==> src/rtl/smart_home_pkg.sv <==
// Purpose: shared constants, state type and helpers for the smart-home sensor conditioner.
// Latency: n/a (declarations only).
// Backpressure: n/a.
package smart_home_pkg;

    // Temperature sample width and the value shown before the first full window
    localparam int                TEMP_W     = 7;
    localparam logic [TEMP_W-1:0] TEMP_RESET = 7'd50;

    // Comfort band: temperatures strictly between these limits request neither heat nor cooling
    localparam logic [TEMP_W-1:0] TEMP_LOW   = 7'd33;
    localparam logic [TEMP_W-1:0] TEMP_HIGH  = 7'd71;

    // Debounce counter width; large enough for the maximum debounce length of 255
    localparam int                DB_CNT_W   = 8;

    // Temperature averaging FSM
    typedef enum logic {
        TS_WARMUP = 1'b0,
        TS_RUN    = 1'b1
    } temp_state_t;

    // True when a temperature lies inside the comfort band
    function automatic logic in_comfort_band(input logic [TEMP_W-1:0] t);
        return (t > TEMP_LOW) && (t < TEMP_HIGH);
    endfunction

endpackage

==> src/rtl/debounce_ch.sv <==
// Purpose: one binary sensor channel -- two-flop synchronizer followed by a stability debouncer.
// Latency: output follows a clean raw edge after 2+DEBOUNCE_CYCLES cycles (rising edge after 2 with FAST_RISE).
// Backpressure: none; the raw input is sampled every cycle.
module debounce_ch #(
    parameter int DEBOUNCE_CYCLES = 4,
    parameter bit FAST_RISE       = 1'b0
) (
    input  logic i_clk,
    input  logic i_rst,
    input  logic i_raw,
    output logic o_out
);
    import smart_home_pkg::*;

    localparam logic [DB_CNT_W-1:0] CNT_LAST = DB_CNT_W'(DEBOUNCE_CYCLES - 1);

    logic                r_sync1;
    logic                r_sync2;
    logic                r_out;
    logic [DB_CNT_W-1:0] r_cnt;

    logic                w_differs;
    logic                w_fast_set;

    assign w_differs  = (r_sync2 != r_out);
    // A synchronized assertion on a fast-rise channel is taken without waiting
    assign w_fast_set = FAST_RISE && r_sync2 && !r_out;

    // Two-flop synchronizer; nothing downstream looks at i_raw directly
    always_ff @(posedge i_clk) begin
        if (i_rst) begin
            r_sync1 <= 1'b0;
            r_sync2 <= 1'b0;
        end else begin
            r_sync1 <= i_raw;
            r_sync2 <= r_sync1;
        end
    end

    // Count consecutive disagreeing cycles; adopt the new level once the run is long enough
    always_ff @(posedge i_clk) begin
        if (i_rst) begin
            r_cnt <= '0;
            r_out <= 1'b0;
        end else if (w_fast_set) begin
            r_cnt <= '0;
            r_out <= 1'b1;
        end else if (!w_differs) begin
            r_cnt <= '0;
        end else if (r_cnt == CNT_LAST) begin
            r_cnt <= '0;
            r_out <= r_sync2;
        end else begin
            r_cnt <= r_cnt + DB_CNT_W'(1);
        end
    end

    // The fast path shows the synchronized assertion in the same cycle the register is being set,
    // so a fire alarm appears two cycles after the raw edge; release always goes through r_out.
    assign o_out = r_out | (FAST_RISE && r_sync2);

endmodule

==> src/rtl/sensor_conditioner.sv <==
// Purpose: conditions door/window/fire contacts and produces a windowed temperature average.
// Latency: binary 2+DEBOUNCE_CYCLES cycles (fire rise 2); ST one cycle after the completing sample.
// Backpressure: none; every temp_valid strobe is accepted.
module sensor_conditioner #(
    parameter int DEBOUNCE_CYCLES = 4,
    parameter int AVG_LOG2        = 2
) (
    input  logic       clk,
    input  logic       Rst,
    input  logic       raw_fd,
    input  logic       raw_rd,
    input  logic       raw_w,
    input  logic       raw_fa,
    input  logic [6:0] temp_in,
    input  logic       temp_valid,
    output logic       SFD,
    output logic       SRD,
    output logic       SW,
    output logic       SFA,
    output logic [6:0] ST,
    output logic       st_update
);
    import smart_home_pkg::*;

    // Accumulator holds up to 2^AVG_LOG2 full-scale samples, so it can never overflow.
    localparam int ACC_W = TEMP_W + AVG_LOG2;
    // A window of one sample needs no counter; keep a single tied-off bit so widths stay legal.
    localparam int CNT_W = (AVG_LOG2 == 0) ? 1 : AVG_LOG2;
    localparam logic [CNT_W-1:0] CNT_LAST = CNT_W'((1 << AVG_LOG2) - 1);

    // ------------------------------------------------------------------
    // Binary channels
    // ------------------------------------------------------------------
    debounce_ch #(.DEBOUNCE_CYCLES(DEBOUNCE_CYCLES), .FAST_RISE(1'b0)) u_db_fd (
        .i_clk (clk),
        .i_rst (Rst),
        .i_raw (raw_fd),
        .o_out (SFD)
    );

    debounce_ch #(.DEBOUNCE_CYCLES(DEBOUNCE_CYCLES), .FAST_RISE(1'b0)) u_db_rd (
        .i_clk (clk),
        .i_rst (Rst),
        .i_raw (raw_rd),
        .o_out (SRD)
    );

    debounce_ch #(.DEBOUNCE_CYCLES(DEBOUNCE_CYCLES), .FAST_RISE(1'b0)) u_db_w (
        .i_clk (clk),
        .i_rst (Rst),
        .i_raw (raw_w),
        .o_out (SW)
    );

    // Fire alarm: assertion is safety-critical and skips the debounce, release is debounced
    debounce_ch #(.DEBOUNCE_CYCLES(DEBOUNCE_CYCLES), .FAST_RISE(1'b1)) u_db_fa (
        .i_clk (clk),
        .i_rst (Rst),
        .i_raw (raw_fa),
        .o_out (SFA)
    );

    // ------------------------------------------------------------------
    // Temperature averaging
    // ------------------------------------------------------------------
    temp_state_t       r_state;
    temp_state_t       w_state_nxt;
    logic [ACC_W-1:0]  r_acc;
    logic [CNT_W-1:0]  r_cnt;
    logic [TEMP_W-1:0] r_st;
    logic              r_st_update;

    logic [ACC_W-1:0]  w_sum;
    logic [TEMP_W-1:0] w_avg;
    logic              w_complete;

    assign w_sum      = r_acc + ACC_W'(temp_in);
    // Dividing by the window size is a plain truncating right shift
    assign w_avg      = w_sum[AVG_LOG2 +: TEMP_W];
    assign w_complete = temp_valid && (r_cnt == CNT_LAST);

    // FSM state register
    always_ff @(posedge clk) begin
        if (Rst) begin
            r_state <= TS_WARMUP;
        end else begin
            r_state <= w_state_nxt;
        end
    end

    // Next state: leave warm-up on the first completed window, then stay in RUN
    always_comb begin
        w_state_nxt = r_state;
        case (r_state)
            TS_WARMUP: if (w_complete) w_state_nxt = TS_RUN;
            TS_RUN:    w_state_nxt = TS_RUN;
            default:   w_state_nxt = TS_WARMUP;
        endcase
    end

    // Window accumulation; a completing sample publishes the average and restarts the window
    always_ff @(posedge clk) begin
        if (Rst) begin
            r_acc       <= '0;
            r_cnt       <= '0;
            r_st        <= TEMP_RESET;
            r_st_update <= 1'b0;
        end else begin
            r_st_update <= w_complete;
            if (w_complete) begin
                r_st  <= w_avg;
                r_acc <= '0;
                r_cnt <= '0;
            end else if (temp_valid) begin
                r_acc <= w_sum;
                r_cnt <= r_cnt + CNT_W'(1);
            end
        end
    end

    assign ST        = r_st;
    assign st_update = r_st_update;

endmodule

==> config.mk <==
export PLATFORM = sky130hd
export DESIGN_NAME = sensor_conditioner
export DESIGN_NICKNAME = d
export VERILOG_FILES = /design/src/rtl/smart_home_pkg.sv /design/src/rtl/debounce_ch.sv /design/src/rtl/sensor_conditioner.sv
export SDC_FILE = /design/constraint.sdc
export NUM_CORES = 1
export LEC_CHECK = 0
export BUFFER_PORTS_ARGS = -buffer_cell sky130_fd_sc_hd__buf_2
export CAP_MARGIN = 20
export CELL_PAD_IN_SITES_DETAIL_PLACEMENT = 0
export CELL_PAD_IN_SITES_GLOBAL_PLACEMENT = 1
export CORE_MARGIN = 5
export CORE_UTILIZATION = 45
export DETAILED_ROUTE_END_ITERATION = 6
export GPL_TIMING_DRIVEN = 0
export PLACE_DENSITY_LB_ADDON = 0.1
export SETUP_SLACK_MARGIN = 0.4
export SKIP_CTS_REPAIR_TIMING = 1
export SYNTH_ARGS = -nofsm -noshare
export SYNTH_HDL_FRONTEND = slang
export SYNTH_SLANG_ARGS = --single-unit
==> constraint.sdc <==
create_clock -name clk -period 5.3 [get_ports clk]
set_input_delay 1.06 -clock clk [delete_from_list [all_inputs] [get_ports clk]]
set_output_delay 1.06 -clock clk [all_outputs]
set_load 0.01 [all_outputs]
; Word level (Yosys, flattened, before mapping)
; Index checks and enable logic that the tools add are counted.
[totals]
register_bits = 63
input_bits = 14
out_inout_bits = 12
wordCells = 57
[op_classes]
n_addsub = 6
eq_ne = 9
mux = 3
bitwise = 5
reduce_logical = 14
[op_table]
columns = operator, n
row1 = $add 8x1->8 const B, 4
row2 = $eq 8x2->1 const B, 4
row3 = $add 9x7->9, 1
row4 = $reduce_or 3->1, 3
row5 = $reduce_and 2->1, 4
row6 = $ne 1x1->1, 4
row7 = $not 1->1, 4
row8 = $reduce_bool 2->1, 2
row9 = $reduce_or 4->1, 1
row10 = $mux 1, 3
row11 = $add 2x1->2 const B, 1
row12 = $eq 2x2->1 const B, 1
row13 = $logic_and 1x1->1, 2
row14 = $reduce_or 2->1, 1
row15 = $logic_not 1->1, 1
row16 = $or 1x1->1, 1

; Logic depth before layout (Yosys ltp)
[depth]
ltp_word = 4
mapped_depth = 7
mapped_depth_nobuf = 7

; Modules after synthesis
; A second synthesis with hierarchy kept.
[unflattened]
cells_unflattened = 312
hier_area_um2 = 2879.0
[by_module_without_submodules]
columns = mod, instances, cells_each, area_each_um2, seq_area_each_um2
row1 = debounce_ch (u_db_fd ...), 3, 48, 441.7, 220.2
row2 = sensor_conditioner, 1, 114, 1044.8, 380.4
row3 = debounce_ch (u_db_fa), 1, 54, 509.2, 220.2

; Worst setup path after synthesis
; No wires, ideal clock.
[synth_timing]
kind = input-to-reg
from = input port temp_in[0]
to = register r_st[6] (netlist: ST[6])
setup_ps = 124
arrival_ps = 2447
t_required_ps = 5176
setup_slack_ps = 2730
cell_stages = 7
path_buffers = 0
path_cell_list = ha_1 > fa_1 > a211oi_1 > o211ai_1 > o211ai_1 > xor2_1 > o21ai_1
[synth_between]
elab_chain_cells = 1
[synth_rtl]
columns = element, line
row1 = from (decl), sensor_conditioner.sv:14  ; input logic [6:0] temp_in,
row2 = $add 9x7->9, sensor_conditioner.sv:77  ; assign w_sum = r_acc + ACC_W'(temp_in);
row3 = to (signal assigned), sensor_conditioner.sv:111  ; r_st <= w_avg;
row4 = to (decl), sensor_conditioner.sv:70  ; logic [TEMP_W-1:0] r_st;
; Every way passes these cells.
; A chain may end at the register's enable or synchronous reset.

; Worst setup path after layout
[layout_timing]
from = input port temp_in[0]
to = register r_acc[8]
[layout_between]
elab_chain_cells = 1
[layout_rtl]
columns = element, line
row1 = $add 9x7->9, sensor_conditioner.sv:77
row2 = to (signal assigned), sensor_conditioner.sv:115  ; r_acc <= w_sum;
row3 = to (decl), sensor_conditioner.sv:68  ; logic [ACC_W-1:0] r_acc;
; Every way passes these cells.

==> impl_metrics.py <==
metrics = {
    "run_status": {
        "outcome": "complete, no violations",
    },
    "route": {
        "routedWlPerCell_um": 11.91,
        "dr.pass1.iters": 4,
        "via_per_inst": 4.916,
        "postRouteAntennaNets": 0,
        "wl_mm": 4.836,
        "drc": 0,
        "routed-via-count": 1996,
        "first_iter_violations": 50,
    },
    "floorplanning": {
        "die_w_um": 87.50,
        "ios": 26,
        "initial_core_util_pct": 45.92,
        "die_h_um": 87.50,
        "row_count": 28,
        "dieArea_mm2": 0.007655,
        "core_mm2": 0.005886,
    },
    "worst_setup_path": {
        "critPathLaunch": "temp_in[0]",
        "endpoint_kind": "flop",
        "cp_max_fo": 3,
        "path_cells": "buf_2, ha_1, fa_1, a211oi_1, o211ai_1, o2111ai_1, xor2_1, nor2_1",
        "max_stage_delay_ns": 0.44,
        "cp.required_ns": 5.51,
        "critical_path_class": "in -> reg",
        "crit_slowest_cell": "fa_1",
        "cp.arrival_ns": 2.70,
        "crit_path_start_kind": "primary input",
        "reg2reg_from": "r_acc[0]",
    },
    "sta": {
        "period_needed_ns": 2.489,
        "drv_slew": 0,
        "final_hold_viol_count": 0,
        "max_freq_ghz": 0.4017,
        "max-slew-margin-rel_pct": 66.60,
        "finClkSkew_ns": 0.007369,
        "tightest_slew_ns": 0.5010,
        "min_period_over_period_pct": 46.97,
        "finalSetupViolations": 0,
        "rsz0062_at_grt": "false",
        "fin_tns_setup_ns": 0,
        "hold_ws_ns": 0.4428,
    },
    "power_and_ir_drop": {
        "p_leak_nw": 1.248,
        "powerDensity_mw_per_mm2": 316.7,
        "ir_drop_mv": 0.1525,
        "p_total_mw": 0.9780,
    },
    "flow_run": {
        "drv_cap": 0,
    },
    "logic_synthesis": {
        "synth_nets": 321,
        "ys_warn_count": 0,
        "syn_inst": 292,
        "ys_seq_area_share_pct": 46.67,
        "synth.area.top_cells": "dfxtp_1 47%, nor2_1 7.6%, xor2_1 6.8%, ha_1 6.5%, xnor2_1 4.9%",
        "synth_ff_type": "dfxtp_1",
        "synth_top_area_share_pct": 46.67,
        "yosysTopAreaCell": "dfxtp_1",
        "synth.avg_cell_area_um2": 9.255,
        "synthAdderAreaFrac_pct": 7.222,
        "synth_seq_cells": 63,
        "synth_compound_area_share_pct": 8.333,
        "async_reset_ff_share_pct": 0,
        "yosys.area_share.simple_pct": 21.62,
        "synth_edf_count": 0,
        "syn-cell-area_mm2": 0.002703,
        "synth_cell_types": 40,
        "synth_top_family_by_area": "simple AND/OR/NAND/NOR gates",
        "synth-xor-area-share_pct": 11.67,
        "synth_mux_area_share_pct": 2.593,
    },
    "placement": {
        "io_buffers": 23,
        "dp_hpwl_mm": 3.397,
        "routabilityCongestion": 0.7633,
    },
    "grt": {
        "grt_max_degree": 11,
        "grt_pass1_wl_mm": 8.169,
        "gr-total-overflow": 0,
        "antenna_found_initial": 0,
        "grt_use_total_pct": 13.68,
        "grt_pass1_vias": 1865,
    },
    "cells_and_area": {
        "antennaDiodeCount": 0,
        "syn2layout_area_growth_pct": 14.26,
        "final_nets": 355,
        "drive_gt1_share_pct": 14.50,
    },
    "clock_tree": {
        "root_buffer": "clkbuf_8",
        "cts_sinks": 63,
        "cts-buffers-inserted": 9,
        "htreeDepth": 3,
        "cts_buffer_depth": 2,
        "path_clk_slew_ns": 0.07,
        "cts_tree": "done",
        "insertion_delay_ns": 0.34,
    },
    "worst_hold_path": {
        "hold_start": "u_db_fa.r_sync1",
        "hold_path.class": "reg -> reg",
    },
}
-- routing by layer --
layer,track usage (%),part of all wire [%],routed length (um)
met5,0,0,0
met4,8.368,2.6,126
met3,2.838,3.3,159
met2,21.23,42,2049
met1,17.29,52,2501
-- cell usage after synthesis, drive strengths merged (2+ instances only) --
master   n
or2      3
o22a     2
and3     6
a21o     2
a211oi   4
o211ai   4
clkbuf   3
xnor2   15
nor2b    8
ha      14
nand2   22
nor4     2
nor4b    2
nor2    55
mux2i    7
nor3     3
o21ai    9
nand3   19
dfxtp   63
buf      3
xor2    21
nand2b   2
a21oi    8
inv      6
-- state kept, by name (all words and copies together) (netlist names), 2 cells and up --
| name | count |
|---|---|
| u_db_w.r_cnt | 8 |
| u_db_rd.r_cnt | 8 |
| r_acc | 9 |
| u_db_fa.r_cnt | 8 |
| ST | 7 |
| r_cnt | 2 |
| u_db_fd.r_cnt | 8 |
-- path summary, 6_finish.rpt --
check / endpoint / slack, ns / cells past startpoint
worst min register to register: u_db_fa.r_sync2 / 0.44 / 1
worst min-delay path: u_db_fa.r_sync2 / 0.44 / 1
worst max register to register: r_acc[8] / 3.34 / 7
worst max-delay path: r_acc[8] / 2.81 / 8
-- placed cells by master, fill, tap and decap left out, types with 7 or more instances in the layout --
cell / count
mux2i_1: 7
dfxtp_1: 63
nor2_1: 55
xnor2_1: 15
clkbuf_8: 11
nand2_1: 22
o21ai_0: 7
a21oi_1: 8
nor2b_1: 8
xor2_1: 21
ha_1: 14
nand3_1: 19
buf_2: 25
-- worst max-delay path: cells and delay by family --
family | cells | cell delay, ns
buffers and inverters | 1 | 0.10
and+or+nand+nor | 1 | 0.05
adders and majority gates | 2 | 0.68
xor gates and xnor gates | 1 | 0.17
AOI/OAI and AO/OA | 3 | 0.65
-- final cells by class --
class	instances	area, um2
Multi-Input combinational cell	217	1390
Tap cell	75	93.84
Sequential cell	63	1261
Fill cell	589	2798
Timing Repair Buffer	23	115.1
Inverter	6	22.52
Clock inverter	3	17.52
Clock buffer	13	158.9
Buffer	6	28.78
-- stage by stage --
stage | area, um2 | std cells | worst slack [ns] | utilization, %
after floorplan | 2703 | 292 | 2.730 | -
after global placement | 2912 | 390 | 2.452 | 49.47
after detailed placement | 2912 | 390 | 2.472 | 49.47
after CTS | 3088 | 406 | 2.825 | 52.47
after global routing | 3088 | 406 | 2.685 | 52.47
final | 3088 | 406 | 2.811 | 52.47
-- where the power goes --
group | switching [mW] | total (mW) | leakage, nW | internal [mW]
clock | 0.183 | 0.378 | 0.0894 | 0.194
sequential | 0.00850 | 0.496 | 0.511 | 0.488
combinational | 0.0586 | 0.104 | 0.647 | 0.0456
-- cells by family after synthesis --
group	Yosys count
compound gates	33
xor+xnor	36
fa+ha+maj	15
buf+inv	12
flops	63
mux	7
simple gates	126
No activity file was read; power rests on OpenSTA's default activity.
